[config.mk]
export PLATFORM = sky130hd
export DESIGN_NAME = abs_diff_accum_flat
export DESIGN_NICKNAME = d
export VERILOG_FILES = /design/src/rtl/abs_diff_accum_if.sv /design/src/rtl/abs_diff_accum.sv /design/src/flat_wrapper.sv
export SDC_FILE = /design/constraint.sdc
export NUM_CORES = 1
export LEC_CHECK = 0
export CELL_PAD_IN_SITES_DETAIL_PLACEMENT = 2
export CELL_PAD_IN_SITES_GLOBAL_PLACEMENT = 2
export CORE_ASPECT_RATIO = 0.7
export CORE_UTILIZATION = 35
export DETAILED_ROUTE_END_ITERATION = 10
export HOLD_SLACK_MARGIN = 0.03
export PLACE_DENSITY = 0.81
export SLEW_MARGIN = 20
export SYNTH_ARGS = -nofsm -noshare
export SYNTH_HDL_FRONTEND = slang
export SYNTH_SLANG_ARGS = --single-unit
[constraint.sdc]
create_clock -name clk -period 3 [get_ports clk]
set_input_delay 0.3 -clock clk [delete_from_list [all_inputs] [get_ports clk]]
set_output_delay 0.3 -clock clk [all_outputs]
set_load 0.05 [all_outputs]
[src/rtl/abs_diff_accum_if.sv]
// Pixel-pair stream in, block SAD out: the two valid/ready channels of abs_diff_accum.
// The master drives pixel pairs and consumes the SAD; the slave is the accumulator.
interface abs_diff_accum_if #(
  parameter int PIX_WIDTH = 8,
  parameter int BIT_WIDTH = 14
) ();
  logic                 in_valid;
  logic                 in_ready;
  logic [PIX_WIDTH-1:0] cur_pix;
  logic [PIX_WIDTH-1:0] ref_pix;
  logic                 out_valid;
  logic                 out_ready;
  logic [BIT_WIDTH-1:0] sad;
  logic                 sat;

  modport master (
    output in_valid, cur_pix, ref_pix, out_ready,
    input  in_ready, out_valid, sad, sat
  );

  modport slave (
    input  in_valid, cur_pix, ref_pix, out_ready,
    output in_ready, out_valid, sad, sat
  );
endinterface

[src/rtl/abs_diff_accum.sv]
// Block sum of absolute differences: |cur - ref| registered per pair, then a
// saturating accumulate over BLOCK_PIXELS pairs, result held until accepted.
module abs_diff_accum #(
  parameter int PIX_WIDTH    = 8,
  parameter int BIT_WIDTH    = 14,
  parameter int BLOCK_PIXELS = 64
) (
  input  logic               clk,
  input  logic               rst_n,
  input  logic               blk_clr,
  abs_diff_accum_if.slave    bus
);
  localparam int CW = $clog2(BLOCK_PIXELS + 1);

  typedef enum logic [1:0] {IDLE, ACCUM, DONE} state_t;

  state_t               state, state_nxt;
  logic [CW-1:0]        in_cnt, acc_cnt;
  logic [PIX_WIDTH-1:0] diff_p1;
  logic                 vld_p1;
  logic [BIT_WIDTH-1:0] acc, sad_q;
  logic                 sat_q, out_valid_q;
  logic                 xfer, last_beat;
  logic [BIT_WIDTH:0]   sum_p1;

  function automatic logic [PIX_WIDTH-1:0] abs_diff(input logic [PIX_WIDTH-1:0] a,
                                                    input logic [PIX_WIDTH-1:0] b);
    return (a >= b) ? a - b : b - a;
  endfunction

  // The extra carry bit marks overflow; clamp to all-ones.
  function automatic logic [BIT_WIDTH-1:0] sat_clamp(input logic [BIT_WIDTH:0] s);
    return s[BIT_WIDTH] ? {BIT_WIDTH{1'b1}} : s[BIT_WIDTH-1:0];
  endfunction

  assign bus.in_ready  = (state != DONE) && (in_cnt < CW'(BLOCK_PIXELS));
  assign bus.out_valid = out_valid_q;
  assign bus.sad       = sad_q;
  assign bus.sat       = sat_q;

  assign xfer      = bus.in_valid && bus.in_ready;
  assign sum_p1    = {1'b0, acc} + {{(BIT_WIDTH + 1 - PIX_WIDTH){1'b0}}, diff_p1};
  assign last_beat = vld_p1 && (acc_cnt == CW'(BLOCK_PIXELS - 1));

  always_ff @(posedge clk or negedge rst_n) begin
    if (!rst_n) state <= IDLE;
    else        state <= state_nxt;
  end

  always_comb begin
    state_nxt = state;
    case (state)
      IDLE:    if (xfer)          state_nxt = ACCUM;
      ACCUM:   if (last_beat)     state_nxt = DONE;
      DONE:    if (bus.out_ready) state_nxt = IDLE;
      default:                    state_nxt = IDLE;
    endcase
    if (blk_clr) state_nxt = IDLE;
  end

  always_ff @(posedge clk or negedge rst_n) begin
    if (!rst_n) begin
      in_cnt      <= '0;
      acc_cnt     <= '0;
      acc         <= '0;
      diff_p1     <= '0;
      vld_p1      <= 1'b0;
      sad_q       <= '0;
      sat_q       <= 1'b0;
      out_valid_q <= 1'b0;
    end else if (blk_clr) begin
      in_cnt      <= '0;
      acc_cnt     <= '0;
      acc         <= '0;
      vld_p1      <= 1'b0;
      sat_q       <= 1'b0;
      out_valid_q <= 1'b0;
    end else begin
      // stage 1: absolute difference of the accepted pair
      vld_p1 <= xfer;
      if (xfer) begin
        diff_p1 <= abs_diff(bus.cur_pix, bus.ref_pix);
        in_cnt  <= in_cnt + 1'b1;
      end
      // stage 2: saturating accumulate, or hand-off of the finished block
      if (state == DONE) begin
        if (bus.out_ready) begin
          out_valid_q <= 1'b0;
          acc         <= '0;
          in_cnt      <= '0;
          acc_cnt     <= '0;
          sat_q       <= 1'b0;
        end
      end else if (vld_p1) begin
        acc     <= sat_clamp(sum_p1);
        acc_cnt <= acc_cnt + 1'b1;
        if (sum_p1[BIT_WIDTH]) sat_q <= 1'b1;
        if (last_beat) begin
          sad_q       <= sat_clamp(sum_p1);
          out_valid_q <= 1'b1;
        end
      end
    end
  end
endmodule

[src/flat_wrapper.sv]
// flat-port wrapper written by rule: the top's interface ports become plain ports
module abs_diff_accum_flat 
#(
  parameter int PIX_WIDTH    = 8,
  parameter int BIT_WIDTH    = 14,
  parameter int BLOCK_PIXELS = 64
)
  (clk, rst_n, blk_clr, bus_in_valid, bus_cur_pix, bus_ref_pix, bus_out_ready, bus_in_ready, bus_out_valid, bus_sad, bus_sat);
  abs_diff_accum_if #(.PIX_WIDTH(PIX_WIDTH), .BIT_WIDTH(BIT_WIDTH)) bus_i ();
  input  logic clk;
  input  logic rst_n;
  input  logic blk_clr;
  input wire logic [$bits(bus_i.in_valid)-1:0] bus_in_valid;
  input wire logic [$bits(bus_i.cur_pix)-1:0] bus_cur_pix;
  input wire logic [$bits(bus_i.ref_pix)-1:0] bus_ref_pix;
  input wire logic [$bits(bus_i.out_ready)-1:0] bus_out_ready;
  output wire logic [$bits(bus_i.in_ready)-1:0] bus_in_ready;
  output wire logic [$bits(bus_i.out_valid)-1:0] bus_out_valid;
  output wire logic [$bits(bus_i.sad)-1:0] bus_sad;
  output wire logic [$bits(bus_i.sat)-1:0] bus_sat;
  assign bus_i.in_valid = bus_in_valid;
  assign bus_i.cur_pix = bus_cur_pix;
  assign bus_i.ref_pix = bus_ref_pix;
  assign bus_i.out_ready = bus_out_ready;
  assign bus_in_ready = bus_i.in_ready;
  assign bus_out_valid = bus_i.out_valid;
  assign bus_sad = bus_i.sad;
  assign bus_sat = bus_i.sat;
  abs_diff_accum #(.PIX_WIDTH(PIX_WIDTH), .BIT_WIDTH(BIT_WIDTH), .BLOCK_PIXELS(BLOCK_PIXELS)) u_core (.clk(clk), .rst_n(rst_n), .blk_clr(blk_clr), .bus(bus_i));
endmodule
# == Yosys cells after proc, flatten, opt, wreduce, memory -nomap -nowiden ==
# Index checks and enable logic that the tools add are counted.
# totals
register_bits,55
inputBits,21
out_inout_bits,17
word_cells,67
# classes
addsub,5
magnitude_cmp,2
eq_ne,7
n_mux,29
bitwise_logic,2
reduce_logical,13
# ops
op,n
$mux W14,5
$mux W7,8
$sub A8 B8 Y8,2
$add A14 B8 Y15,1
$add A7 B1 Y7 const B,2
$mux W1,10
$reduce_and A3 Y1,3
$reduce_bool A3 Y1,3
$ge A8 B8 Y1,1
$mux W2,4
$mux W8,1
$eq A7 B6 Y1 const B,1
$lt A7 B7 Y1 const B,1
$ne A3 B2 Y1 const B,2
$pmux W2 S3,1
$reduce_and A2 Y1,2
$reduce_and A4 Y1,1
$logic_and A1 B1 Y1,3
$ne A3 B3 Y1 const B,1
$eq A2 B1 Y1 const B,1
$eq A2 B2 Y1 const B,1
$logic_not A2 Y1,1
$ne A2 B2 Y1 const B,1
$not A1 Y1,2

# == Logic depth before layout (Yosys ltp) ==
# depth
ltp_word,7
ltp_mapped,10

# == Least setup slack after synthesis ==
# No wires, ideal clock.
# synth_timing
path_kind,flip-flop to flip-flop
from,register u_core.acc[0]
to,register u_core.acc[11]
setup_time_ns,0.123
t_arrival_ns,2.235
path_slack_ns,0.642
path_stages_with_launch,11
period_less_slack_ns,2.358
cell_sequence,dfrtp_1 -> ha_1 -> fa_1 -> a21o_1 -> a221oi_2 -> o21ai_2 -> nor2b_1 -> buf_2 -> buf_2 -> o21ai_0 -> nand2_1
# synth_via
elab_chain_cells,5
# synth_rtl
element,line,text
from (decl),abs_diff_accum.sv:21,"logic [BIT_WIDTH-1:0] acc, sad_q;"
from (signal assigned),abs_diff_accum.sv:95,acc <= sat_clamp(sum_p1);
$add A14 B8 Y15,abs_diff_accum.sv:42,"assign sum_p1 = {1'b0, acc} + {{(BIT_WIDTH + 1 - PIX_WIDTH){1'b0}}, diff_p1};"
$mux W14,abs_diff_accum.sv:33,return s[BIT_WIDTH] ? {BIT_WIDTH{1'b1}} : s[BIT_WIDTH-1:0];
$mux W14,abs_diff_accum.sv:94,end else if (vld_p1) begin
$mux W14,abs_diff_accum.sv:86,if (state == DONE) begin
$mux W14,abs_diff_accum.sv:71,end else if (blk_clr) begin
# No other way between the ends. The select of a mux whose other input is x is not followed.
# A chain may end at the register's enable or synchronous reset.

# == Final worst setup path ==
# layout_timing
from,register u_core.acc[0]
to,register u_core.sad_q[10] (netlist: u_core.bus.sad[10])
# layout_via
elab_chain_cells,2
# layout_rtl
element,line,text
$add A14 B8 Y15,abs_diff_accum.sv:42,
$mux W14,abs_diff_accum.sv:33,
to (signal assigned),abs_diff_accum.sv:99,sad_q <= sat_clamp(sum_p1);
to (decl),abs_diff_accum.sv:21,
# No other way between the ends.

==> run summary <==
GLOBAL ROUTING
--------------------------------------------------------------------------------
Pin count of the biggest net entering global routing ..............           25
Global-route wire length before repair ............................     16500 um
GR Overflow Total .................................................            0
Initial antenna violation count ...................................            0
Vias in the first global route ....................................         3202
Total routing usage reported by global routing ....................        0.207

SETUP PATH
--------------------------------------------------------------------------------
Crit. End Element .................................................         flop
Critical Setup Path Class .........................................      reg2reg
Number of cells on the worst reg-to-reg path ......................            9
Largest fanout on the critical path ...............................            5
Sort of element at the start of the critical path .................         flop
Required time of the worst setup path .............................      3.19 ns
Endpoint arrival time on the critical path ........................      2.89 ns

POWER AND IR DROP
--------------------------------------------------------------------------------
Total power consumption of the routed design ......................      2.07 mW
PwrDens ...........................................................   506 nW/um2
Maximum ir drop on the vdd rail ...................................   0.000229 V
Static leakage ....................................................      1.87 nW

FINAL LAYOUT
--------------------------------------------------------------------------------
Util after Layout .................................................        0.443
Commonest non-fill, non-tap cell in the layout .................... sky130_fd_sc_hd__dfrtp_1
Commonest cells after routing, fill and taps aside ................ 55 x sky130_fd_sc_hd__dfrtp_1, 42 x sky130_fd_sc_hd__nand2_1, 37 x sky130_fd_sc_hd__nor2_1
Layout cells sized above 1 ........................................       0.0723
Layout net count ..................................................          463
Area growth from synthesis to layout ..............................        20.5%
Final standard cell count with taps included and fillers excluded .          539
Design Area, Final ................................................     4080 um2
Inserted Diodes ...................................................            0

TIMING
--------------------------------------------------------------------------------
Number of failing hold endpoints at the final stage ...............            0
Shortest period the worst path allows .............................      2.70 ns
Unrepaired setup endpoints after global routing ...................        false
Slew @ Worst Pin ..................................................     0.807 ns
Final setup margin ................................................     0.301 ns
Setup TNS .........................................................         0 ns
Tightest slew margin relative to the limit ........................        0.461
Worst hold slack after final layout ...............................     0.480 ns
Clock skew after layout ...........................................   0.00748 ns
Maximum operating frequency .......................................      370 MHz
Slew Viols, Final .................................................            0
Setup violations, final ...........................................            0
Share of the clock period used by the worst path ..................        0.900

DRT
--------------------------------------------------------------------------------
Final Routed Wirelength ...........................................      9600 um
Via Count .........................................................         2858
Antenna violation net count after detailed routing ................            0
Detail-routed via count per cell ..................................         5.30
Drt initial violations ............................................          108
Detail-routed net length per standard cell ........................      17.8 um
Number of remaining DRC errors ....................................            0
Pre-Repair DR Iteration Count .....................................            4

CLOCK TREE
--------------------------------------------------------------------------------
Post-CTS Setup Repair Bufs ........................................            0
Resized cells post-CTS ............................................            0
Buffer levels on the longest clock path ...........................            2
CTS clock-pin slew for the worst setup and hold paths .............      0.08 ns
Maximum level of the CTS H-tree ...................................            2
Clock tree from TritonCTS .........................................        built
Clk Tree Root Cell ................................................ sky130_fd_sc_hd__clkbuf_16
Inserted Clock Buffers ............................................            5
Quantity of hold-fixing buffers added after cts ...................            1
Clk Latency, worst-skew pair ......................................      0.30 ns
Clock Sink Count ..................................................           55

PLACED DESIGN
--------------------------------------------------------------------------------
Half-perimeter wire length of the detailed placement result .......      7420 um
Standard cell area after detailed placement .......................     3930 um2
Number of buffers inserted by port buffering ......................           37
Final GP Congestion ...............................................        0.780
# placed instances ................................................          530
Post-Place Setup Slack ............................................     0.168 ns

FLOORPLAN
--------------------------------------------------------------------------------
Chip height .......................................................      84.3 um
Full die area .....................................................    10100 um2
Starting density of the core ......................................        0.368
Overall die width .................................................       120 um
Core Footprint ....................................................     9220 um2
Site row count ....................................................           29
Top-level port count ..............................................           38

SYNTHESIS
--------------------------------------------------------------------------------
Synthesis-stage register bit count ................................           55
Leading post-synthesis cells by cell area ......................... sky130_fd_sc_hd__dfrtp_1 41%, sky130_fd_sc_hd__ha_1 9.2%, sky130_fd_sc_hd__o21ai_0 5.0%
Post-Synthesis Net Count ..........................................          425
Syn_area_per_cell .................................................     9.01 um2
Number of synthesized flops with an enable pin ....................            0
Fraction of registers with async set or reset after synthesis .....         1.00
Cell type with the highest aggregate area in the netlist .......... sky130_fd_sc_hd__dfrtp_1
Post-synthesis instance area ......................................     3390 um2
Prevailing post-synth register cell ............................... sky130_fd_sc_hd__dfrtp_1
Number of distinct library cells after synthesis ..................           46
Post-synth top area share .........................................        0.406
Number of warnings issued by yosys ................................            0
Sequential share of the synthesized area ..........................        0.406
Syn Inst Count ....................................................          376

WORST HOLD PATH
--------------------------------------------------------------------------------
Number of cells on the worst hold path ............................            2
HP Class ..........................................................      reg2reg

RUN STATUS
--------------------------------------------------------------------------------
Status ............................................................ complete, no violations

JOB
--------------------------------------------------------------------------------
Number of maximum-capacitance constraint violations ...............            0

registers in the layout, indices dropped and copies added, names as in the netlist:
signal                flops
u_core.acc               14
u_core.acc_cnt            7
u_core.bus.out_valid      1
u_core.bus.sad           14
u_core.bus.sat            1
u_core.diff_p1            8
u_core.in_cnt             7
u_core.state              2
u_core.vld_p1             1
cells in the mapped netlist (2+ instances only):
cell type	n
sky130_fd_sc_hd__xor2_1	9
sky130_fd_sc_hd__nand2_1	42
sky130_fd_sc_hd__clkbuf_1	11
sky130_fd_sc_hd__buf_2	6
sky130_fd_sc_hd__a21o_1	6
sky130_fd_sc_hd__mux2i_1	10
sky130_fd_sc_hd__inv_1	21
sky130_fd_sc_hd__nand4_1	7
sky130_fd_sc_hd__ha_1	25
sky130_fd_sc_hd__nor2_1	38
sky130_fd_sc_hd__nor2b_1	6
sky130_fd_sc_hd__nand3b_1	4
sky130_fd_sc_hd__nand2b_1	5
sky130_fd_sc_hd__nor3b_1	2
sky130_fd_sc_hd__xnor2_1	12
sky130_fd_sc_hd__nor3_1	8
sky130_fd_sc_hd__a21oi_1	26
sky130_fd_sc_hd__o21a_1	2
sky130_fd_sc_hd__dfrtp_1	55
sky130_fd_sc_hd__a21oi_2	2
sky130_fd_sc_hd__a211oi_1	4
sky130_fd_sc_hd__a31oi_1	6
sky130_fd_sc_hd__nand3_1	8
sky130_fd_sc_hd__and3_1	4
sky130_fd_sc_hd__o21ai_0	34
sky130_fd_sc_hd__fa_1	3
worst max-delay path, stage by stage (launching register included):
cell,delay (ns)
sky130_fd_sc_hd__dfrtp_1,0.40
sky130_fd_sc_hd__ha_1,0.24
sky130_fd_sc_hd__fa_1,0.40
sky130_fd_sc_hd__a21o_1,0.23
sky130_fd_sc_hd__a221oi_2,0.33
sky130_fd_sc_hd__buf_4,0.19
sky130_fd_sc_hd__o21ai_0,0.24
sky130_fd_sc_hd__a31oi_1,0.28
sky130_fd_sc_hd__nor3b_1,0.10
sky130_fd_sc_hd__a21o_1,0.18
routing by layer:
layer  part of all wire  track usage
met5                  0            0
met4             0.0072       0.0409
met2               0.47        0.345
met3              0.021       0.0346
met1               0.50        0.284
path summary, 6_finish.rpt:
path | startpoint | endpoint | slack (ns)
setup / recovery | u_core.acc[0]$_DFFE_PN0P_ | u_core.bus.sad[10]$_DFFE_PN0P_ | 0.30
max in group asynchronous | rst_n | u_core.acc_cnt[6]$_DFFE_PN0P_ | 1.80
min in group asynchronous | rst_n | u_core.bus.sad[4]$_DFFE_PN0P_ | 0.53
setup reg to reg | u_core.acc[0]$_DFFE_PN0P_ | u_core.bus.sad[10]$_DFFE_PN0P_ | 0.30
hold / removal | u_core.bus.sad[13]$_DFFE_PN0P_ | u_core.bus.sad[13]$_DFFE_PN0P_ | 0.48
hold reg to reg | u_core.bus.sad[13]$_DFFE_PN0P_ | u_core.bus.sad[13]$_DFFE_PN0P_ | 0.48
where the power goes:
group          switching [mW]  internal (mW)  leakage [nW]
Combinational           0.369          0.261          1.06
Sequential             0.0404          0.791         0.737
Clock                   0.290          0.314        0.0742
layout make-up:
cell class,count,area (um2)
repair buffers,49,470
well taps,124,155
clock buffers,5,125
clock inverters,3,22.5
fillers,999,5130
inverters,21,78.8
multi-input cells,282,1850
flip-flops and latches,55,1380
cell families (layout without fill, tap and decap cells):
group / after synthesis / after routing / share of synthesized area
xor gates and xnor gates: 21 / 21 / 0.0543
buffers and inverters: 39 / 78 / 0.0476
adders and majority gates: 28 / 28 / 0.110
AOI/OAI and AO/OA: 93 / 93 / 0.171
DFF: 55 / 55 / 0.406
and+or+nand+nor: 129 / 129 / 0.179
muxes: 11 / 11 / 0.0329
Note: power is estimated with default switching activity, not from simulation.
